`src/rtl/uart_job_pkg.sv`:
```
`default_nettype none
// ============================================================================
// Module      : uart_job_pkg
// Description : Shared types and constants for the UART job-frame receiver.
//               FSM state encoding, abort cause codes, ACK/NAK reply bytes
//               and the default frame start marker.
// Revision    : 1.0 - initial release
// ============================================================================
package uart_job_pkg;

  typedef enum logic [1:0] {
    HUNT    = 2'd0,
    PAYLOAD = 2'd1,
    CHECK   = 2'd2
  } state_t;

  // Abort cause reported on err_code
  localparam logic [1:0] ERR_CSUM    = 2'd0;
  localparam logic [1:0] ERR_TIMEOUT = 2'd1;
  localparam logic [1:0] ERR_LINE    = 2'd2;
  localparam logic [1:0] ERR_OVF     = 2'd3;

  // Reply bytes sent back over the UART when acknowledgements are enabled
  localparam logic [7:0] ACK_CODE = 8'h06;
  localparam logic [7:0] NAK_CODE = 8'h15;

  localparam logic [7:0] SYNC_DEFAULT = 8'hA5;

endpackage
`default_nettype wire

```
`src/rtl/uart_job_timeout.sv`:
```
`default_nettype none
// ============================================================================
// Module      : uart_job_timeout
// Description : Inter-byte watchdog. Counts clk cycles while enabled; the
//               count is held at zero when disabled or cleared. expire_o is
//               high for the cycle in which the count equals
//               TIMEOUT_CYCLES-1 (the owner aborts and disables it then).
// Ports       : clk, rst_n   - clock, async active-low reset
//               enable_i     - count while high (frame in progress)
//               clear_i      - restart the count (byte received)
//               expire_o     - watchdog limit reached this cycle
// Revision    : 1.0 - initial release
// ============================================================================
module uart_job_timeout #(
  parameter logic [23:0] TIMEOUT_CYCLES = 24'd1000000
) (
  input  logic clk,
  input  logic rst_n,
  input  logic enable_i,
  input  logic clear_i,
  output logic expire_o
);

  logic [23:0] cnt_q;

  assign expire_o = enable_i && !clear_i && (cnt_q == TIMEOUT_CYCLES - 24'd1);

  always_ff @(posedge clk or negedge rst_n) begin
    if (!rst_n) begin
      cnt_q <= 24'd0;
    end else if (!enable_i || clear_i) begin
      cnt_q <= 24'd0;
    end else if (!expire_o) begin
      // Stop at the limit so the counter can never wrap
      cnt_q <= cnt_q + 24'd1;
    end
  end

endmodule
`default_nettype wire

```
`src/rtl/uart_job_rx.sv`:
```
`default_nettype none
// ============================================================================
// Module      : uart_job_rx
// Description : Assembles SYNC + PAYLOAD_BYTES + XOR-checksum frames from the
//               UART byte stream and publishes validated payloads as one wide
//               word on a valid/ready handshake.
// Ports       : clk, rst_n            - clock, async active-low reset
//               rx_strobe/rx_data     - received byte pulse and value
//               rx_err                - UART line error pulse
//               job_data/job_valid    - published payload (byte 0 in LSBs)
//               job_ready             - consumer accept
//               frame_err/err_code    - abort pulse and last abort cause
//               busy                  - frame in progress
// Option      : UART_JOB_RX_ACK_EN adds ack_transmit/ack_byte/ack_busy and a
//               1-entry ACK/NAK reply queue.
// Revision    : 1.0 - initial release
// ============================================================================
module uart_job_rx
  import uart_job_pkg::*;
#(
  parameter int          PAYLOAD_BYTES  = 84,
  parameter logic [7:0]  SYNC_BYTE      = SYNC_DEFAULT,
  parameter logic [23:0] TIMEOUT_CYCLES = 24'd1000000
) (
  input  logic                       clk,
  input  logic                       rst_n,
  input  logic                       rx_strobe,
  input  logic [7:0]                 rx_data,
  input  logic                       rx_err,
  output logic [PAYLOAD_BYTES*8-1:0] job_data,
  output logic                       job_valid,
  input  logic                       job_ready,
  output logic                       frame_err,
  output logic [1:0]                 err_code,
`ifdef UART_JOB_RX_ACK_EN
  output logic                       ack_transmit,
  output logic [7:0]                 ack_byte,
  input  logic                       ack_busy,
`endif
  output logic                       busy
);

  localparam logic [7:0] LAST_IDX = 8'(PAYLOAD_BYTES - 1);

  state_t                     state_q;
  logic [7:0]                 idx_q;
  logic [7:0]                 csum_q;
  logic [PAYLOAD_BYTES*8-1:0] shadow_q;
  logic [PAYLOAD_BYTES*8-1:0] job_data_q;
  logic                       job_valid_q;
  logic                       frame_err_q;
  logic [1:0]                 err_code_q;

  logic       expire_d;
  logic       abort_d;
  logic [1:0] abort_code_d;
  logic       publish_d;

  uart_job_timeout #(
    .TIMEOUT_CYCLES (TIMEOUT_CYCLES)
  ) u_timeout (
    .clk      (clk),
    .rst_n    (rst_n),
    .enable_i (state_q != HUNT),
    .clear_i  (rx_strobe),
    .expire_o (expire_d)
  );

  // Event decode with priority rx_err > rx_strobe > timeout; HUNT ignores
  // line errors and never times out.
  always_comb begin
    abort_d      = 1'b0;
    abort_code_d = ERR_CSUM;
    publish_d    = 1'b0;
    if (state_q != HUNT) begin
      if (rx_err) begin
        abort_d      = 1'b1;
        abort_code_d = ERR_LINE;
      end else if (rx_strobe) begin
        if (state_q == CHECK) begin
          if (rx_data != csum_q) begin
            abort_d      = 1'b1;
            abort_code_d = ERR_CSUM;
          end else if (job_valid_q && !job_ready) begin
            // Consumer still holds the previous job: drop the new one
            abort_d      = 1'b1;
            abort_code_d = ERR_OVF;
          end else begin
            publish_d = 1'b1;
          end
        end
      end else if (expire_d) begin
        abort_d      = 1'b1;
        abort_code_d = ERR_TIMEOUT;
      end
    end
  end

  always_ff @(posedge clk or negedge rst_n) begin
    if (!rst_n) begin
      state_q     <= HUNT;
      idx_q       <= 8'd0;
      csum_q      <= 8'd0;
      shadow_q    <= '0;
      job_data_q  <= '0;
      job_valid_q <= 1'b0;
      frame_err_q <= 1'b0;
      err_code_q  <= ERR_CSUM;
    end else begin
      frame_err_q <= 1'b0;
      if (job_valid_q && job_ready) job_valid_q <= 1'b0;

      if (abort_d) begin
        // Shadow register is intentionally left as is
        state_q     <= HUNT;
        idx_q       <= 8'd0;
        csum_q      <= 8'd0;
        frame_err_q <= 1'b1;
        err_code_q  <= abort_code_d;
      end else begin
        case (state_q)
          HUNT: begin
            if (rx_strobe && rx_data == SYNC_BYTE) begin
              state_q <= PAYLOAD;
              idx_q   <= 8'd0;
              csum_q  <= 8'd0;
            end
          end
          PAYLOAD: begin
            if (rx_strobe) begin
              shadow_q[8*idx_q +: 8] <= rx_data;
              csum_q                 <= csum_q ^ rx_data;
              idx_q                  <= idx_q + 8'd1;
              if (idx_q == LAST_IDX) state_q <= CHECK;
            end
          end
          CHECK: begin
            if (publish_d) begin
              job_data_q  <= shadow_q;
              job_valid_q <= 1'b1;
              state_q     <= HUNT;
              idx_q       <= 8'd0;
              csum_q      <= 8'd0;
            end
          end
          default: state_q <= HUNT;
        endcase
      end
    end
  end

  assign job_data  = job_data_q;
  assign job_valid = job_valid_q;
  assign frame_err = frame_err_q;
  assign err_code  = err_code_q;
  assign busy      = (state_q != HUNT);

`ifdef UART_JOB_RX_ACK_EN
  logic       ack_pend_q;
  logic [7:0] ack_pend_code_q;
  logic       ack_transmit_q;
  logic [7:0] ack_byte_q;

  // Every abort here happens inside a frame, so all of them reply NAK.
  always_ff @(posedge clk or negedge rst_n) begin
    if (!rst_n) begin
      ack_pend_q      <= 1'b0;
      ack_pend_code_q <= 8'd0;
      ack_transmit_q  <= 1'b0;
      ack_byte_q      <= 8'd0;
    end else begin
      ack_transmit_q <= 1'b0;
      if (ack_pend_q && !ack_busy) begin
        ack_transmit_q <= 1'b1;
        ack_byte_q     <= ack_pend_code_q;
        ack_pend_q     <= 1'b0;
      end
      // A newer event replaces whatever is still waiting
      if (publish_d || abort_d) begin
        ack_pend_q      <= 1'b1;
        ack_pend_code_q <= publish_d ? ACK_CODE : NAK_CODE;
      end
    end
  end

  assign ack_transmit = ack_transmit_q;
  assign ack_byte     = ack_byte_q;
`endif

endmodule
`default_nettype wire
```
`config.mk`:
```
export PLATFORM = sky130hd
export DESIGN_NAME = uart_job_rx
export DESIGN_NICKNAME = d
export VERILOG_FILES = /design/src/rtl/uart_job_pkg.sv /design/src/rtl/uart_job_timeout.sv /design/src/rtl/uart_job_rx.sv
export SDC_FILE = /design/constraint.sdc
export NUM_CORES = 2
export LEC_CHECK = 0
export BUFFER_PORTS_ARGS = -buffer_cell sky130_fd_sc_hd__buf_4
export CAP_MARGIN = 40
export CORE_UTILIZATION = 35
export CTS_CLUSTER_DIAMETER = 30
export DETAILED_ROUTE_END_ITERATION = 6
export PLACE_DENSITY_LB_ADDON = 0.05
export SLEW_MARGIN = 20
export SYNTH_ARGS = -nofsm -noshare
export SYNTH_HDL_FRONTEND = slang
export SYNTH_HIERARCHICAL = 1
export SYNTH_SLANG_ARGS = --single-unit
```
`constraint.sdc`:
```
create_clock -name clk -period 3.3 [get_ports clk]
set_input_delay 0.66 -clock clk [delete_from_list [all_inputs] [get_ports clk]]
set_output_delay 0.66 -clock clk [all_outputs]
set_load 0.005 [all_outputs]
```
==> qor.yml <==
wire_per_inst_um: 23.86
critPathRequiredTime_ns: 4.06
pwr-share-clk_pct: 66.5
power.leakage_nw: 41.62
combPwrFrac_pct: 1.8
place.gp.congestion: 0.8399
power_frac_seq_pct: 31.8
finalSetupViolations: 0
die_h_um: 401.8
clock_latency_ns: 0.92
grt_pass1_wl_um: 305200
r2r_end: "shadow_q[19]"
seq_area_frac_synth_pct: 62.18
netlist_area_mm2: 0.05594
grt_max_degree: 127
hold_path_end: "u_timeout/cnt_q[2]"
cts_setup_buffers: 0
rsz0062_at_grt: "no"
fin_area_mm2: 0.07800
clockBufferDepth: 4
core_area_mm2: 0.1586
worstPathArrival_ns: 3.94
finalCritPeriodShare_pct: 96.60
synthFlopType: "dfrtp_1"
hold_start: "rx_strobe"
area_delta_synth_final_pct: 39.43
finalWirelength_um: 206400
worstReg2RegStart: "idx_q[2]"
port_buffers: 689
cts-buffers-inserted: 369
ctsRootBufferMaster: "clkbuf_16"
total_power_w: 0.05388
end_kind: "flop"
grt_util_all_layers_pct: 25.48
viasPerCell: 4.968
peakVddDrop_mv: 0.5559
yosysWarnings: 6
hpwl_um: 145900
ios: 690
drive_gt1_share_pct: 33.19
drv_cap: 0
p_per_area_mw_per_mm2: 690.8
drtPass1Iterations: 5
slew_viol_final: 0
worst-slew-pin-transition_ns: 0.8836
synth_most_common_cell: "nand2_1"
final_nets: 6309
cts_max_level: 5
synth.top_cell.area_share_pct: 62.18
p_sw_share_pct: 20.73
synthTopCellsByArea: "dfrtp_1 62%, nand2_1 14%, mux2_2 11%"
synth_nets: 5280
synth_cell_types: 79
chipWidth_um: 401.8
max_freq_mhz: 313.7
dieArea_mm2: 0.1614
cts_sinks: 1390
setup.worst_path.class: "flop to flop"
yosys-top-cells-count: "2,136 x nand2_1, 1,390 x dfrtp_1, 549 x mux2_2"
drtIter0Drc: 2920
grt-ovfl-total: 0
clkSlewWorstSetupHoldPaths_ns: 0.04
hold_path_depth: 4
period_minus_slack_ns: 3.188
path_max_fanout: 13
vias: 42983
place_area_mm2: 0.06547
initial_core_util_pct: 35.28
tritoncts: "built"
r2r_setup_slack_ns: 0.11
drc: 0
timing.final.ws_setup_ns: 0.1121
rows: 146
final_hold_viol_count: 0
ys_ff_latch: 1390
synth-edff-count: 0
r2r.worst_path.cells: 7
avgSynthCellArea_um2: 10.63
p_int_w: 0.04271
startpoint_type: "flop"
postRouteAntennaNets: 0
slew_headroom_pct: 40.64
p_sw_w: 0.01117
fin_skew_ns: 0.06703
grt_pass1_vias: 44381
async_flop_share_pct: 100.0
yosysTopAreaCell: "dfrtp_1"
worstHoldPathType: "input port to flop"
status: "finished clean"
pre_cts_ws_ns: -0.01171
synthCells: 5263
antenna_found_initial: 12
-- layer usage --
layer	GRT usage, %	part of all wire (%)	vias to the layer above
li1	-	-	19430
met1	35.54	46	21980
met2	39.70	46	1282
met3	5.763	5.9	281
met4	7.125	2.2	10
met5	0	0.028	-
-- worst max-delay path by stage --
stage | end | startpoint | depth (start not counted)
2_1_floorplan | shadow_q[360] | idx_q[0] | 10
3_3_place_gp | shadow_q[398] | rx_err | 6
3_5_place_dp | shadow_q[395] | rx_err | 6
4_1_cts | shadow_q[477] | idx_q[0] | 11
5_1_grt | shadow_q[17] | idx_q[2] | 7
6_report | shadow_q[19] | idx_q[2] | 7
-- power groups by stage --
stage,Sequential [W],Combinational (W),Clock [W]
6_report,0.0171,0.000947,0.0358
5_1_grt,0.0171,0.00104,0.0374
4_1_cts,0.0171,0.000978,0.0364
3_5_place_dp,0.0174,0.000972,0
3_3_place_gp,0.0174,0.000971,0
2_1_floorplan,0.0174,0.000215,0
-- through the flow --
step,hold WS [ns],setup TNS [ns],instances,util (%)
final,0.1717,0,8652,49.19
after global routing,0.1474,0,8649,49.19
after CTS,0.1006,0,8649,49.18
after detailed placement,0.4488,-0.04919,7991,41.29
after global placement,0.4491,0,7983,41.26
after floorplan,0.3644,0,5263,-
-- registers in the layout (all words and copies together) (netlist names) --
name / count
job_data: 672
shadow_q: 672
u_timeout/cnt_q: 24
csum_q: 8
idx_q: 8
err_code: 2
state_q: 2
frame_err: 1
job_valid: 1
-- final cells by class --
type                    count  area, um2
diodes                      3      7.507
fillers                 14656      80560
repair buffers            939       7880
inverters                  31      116.4
clock inverters           166       2193
multi-input cells        3561      20120
clock buffers             490      10300
well taps                2072       2592
flip-flops and latches   1390      34780
-- critical path, cell delays in order, from the launching register on --
cell and delay, ns:
dfrtp_1 0.38, or4_4 0.57, nor2b_1 0.14, ha_1 0.14, and3b_2 0.47, and3_1 0.59
nand2_1 0.40, mux2_2 0.37
-- logic make-up after synthesis --
kind of cell,share of synthesized area (%)
AND/OR/NAND/NOR,20.11
AO/OA/AOI/OAI,2.599
XOR/XNOR,0.4697
buffers and inverters,2.308
multiplexers,12.24
adder cells (fa/ha/maj),0.08947
flip-flops,62.18
-- cell usage in the layout, fill, tap and decap left out, types with 68 or more instances in the layout --
cell type     n
buf_4       862
clkbuf_16   373
clkinv_2     76
dfrtp_1    1389
mux2_2      549
nand2_1    2136
nand3_1      68
nor2_1      204
nor3_1       81
o21ai_0      85
-- what timing repair did --
| action | 4_1_cts | 5_1_grt |
|---|---|---|
| hold buffers | 2 | 0 |
| setup endpoints to repair | 5 | 8 |
| endpoints found under the hold margin | 56 | 0 |
| resized for setup | 1 | 1 |
| pin swaps | 0 | 0 |
Power figures use the tool's default switching activity.
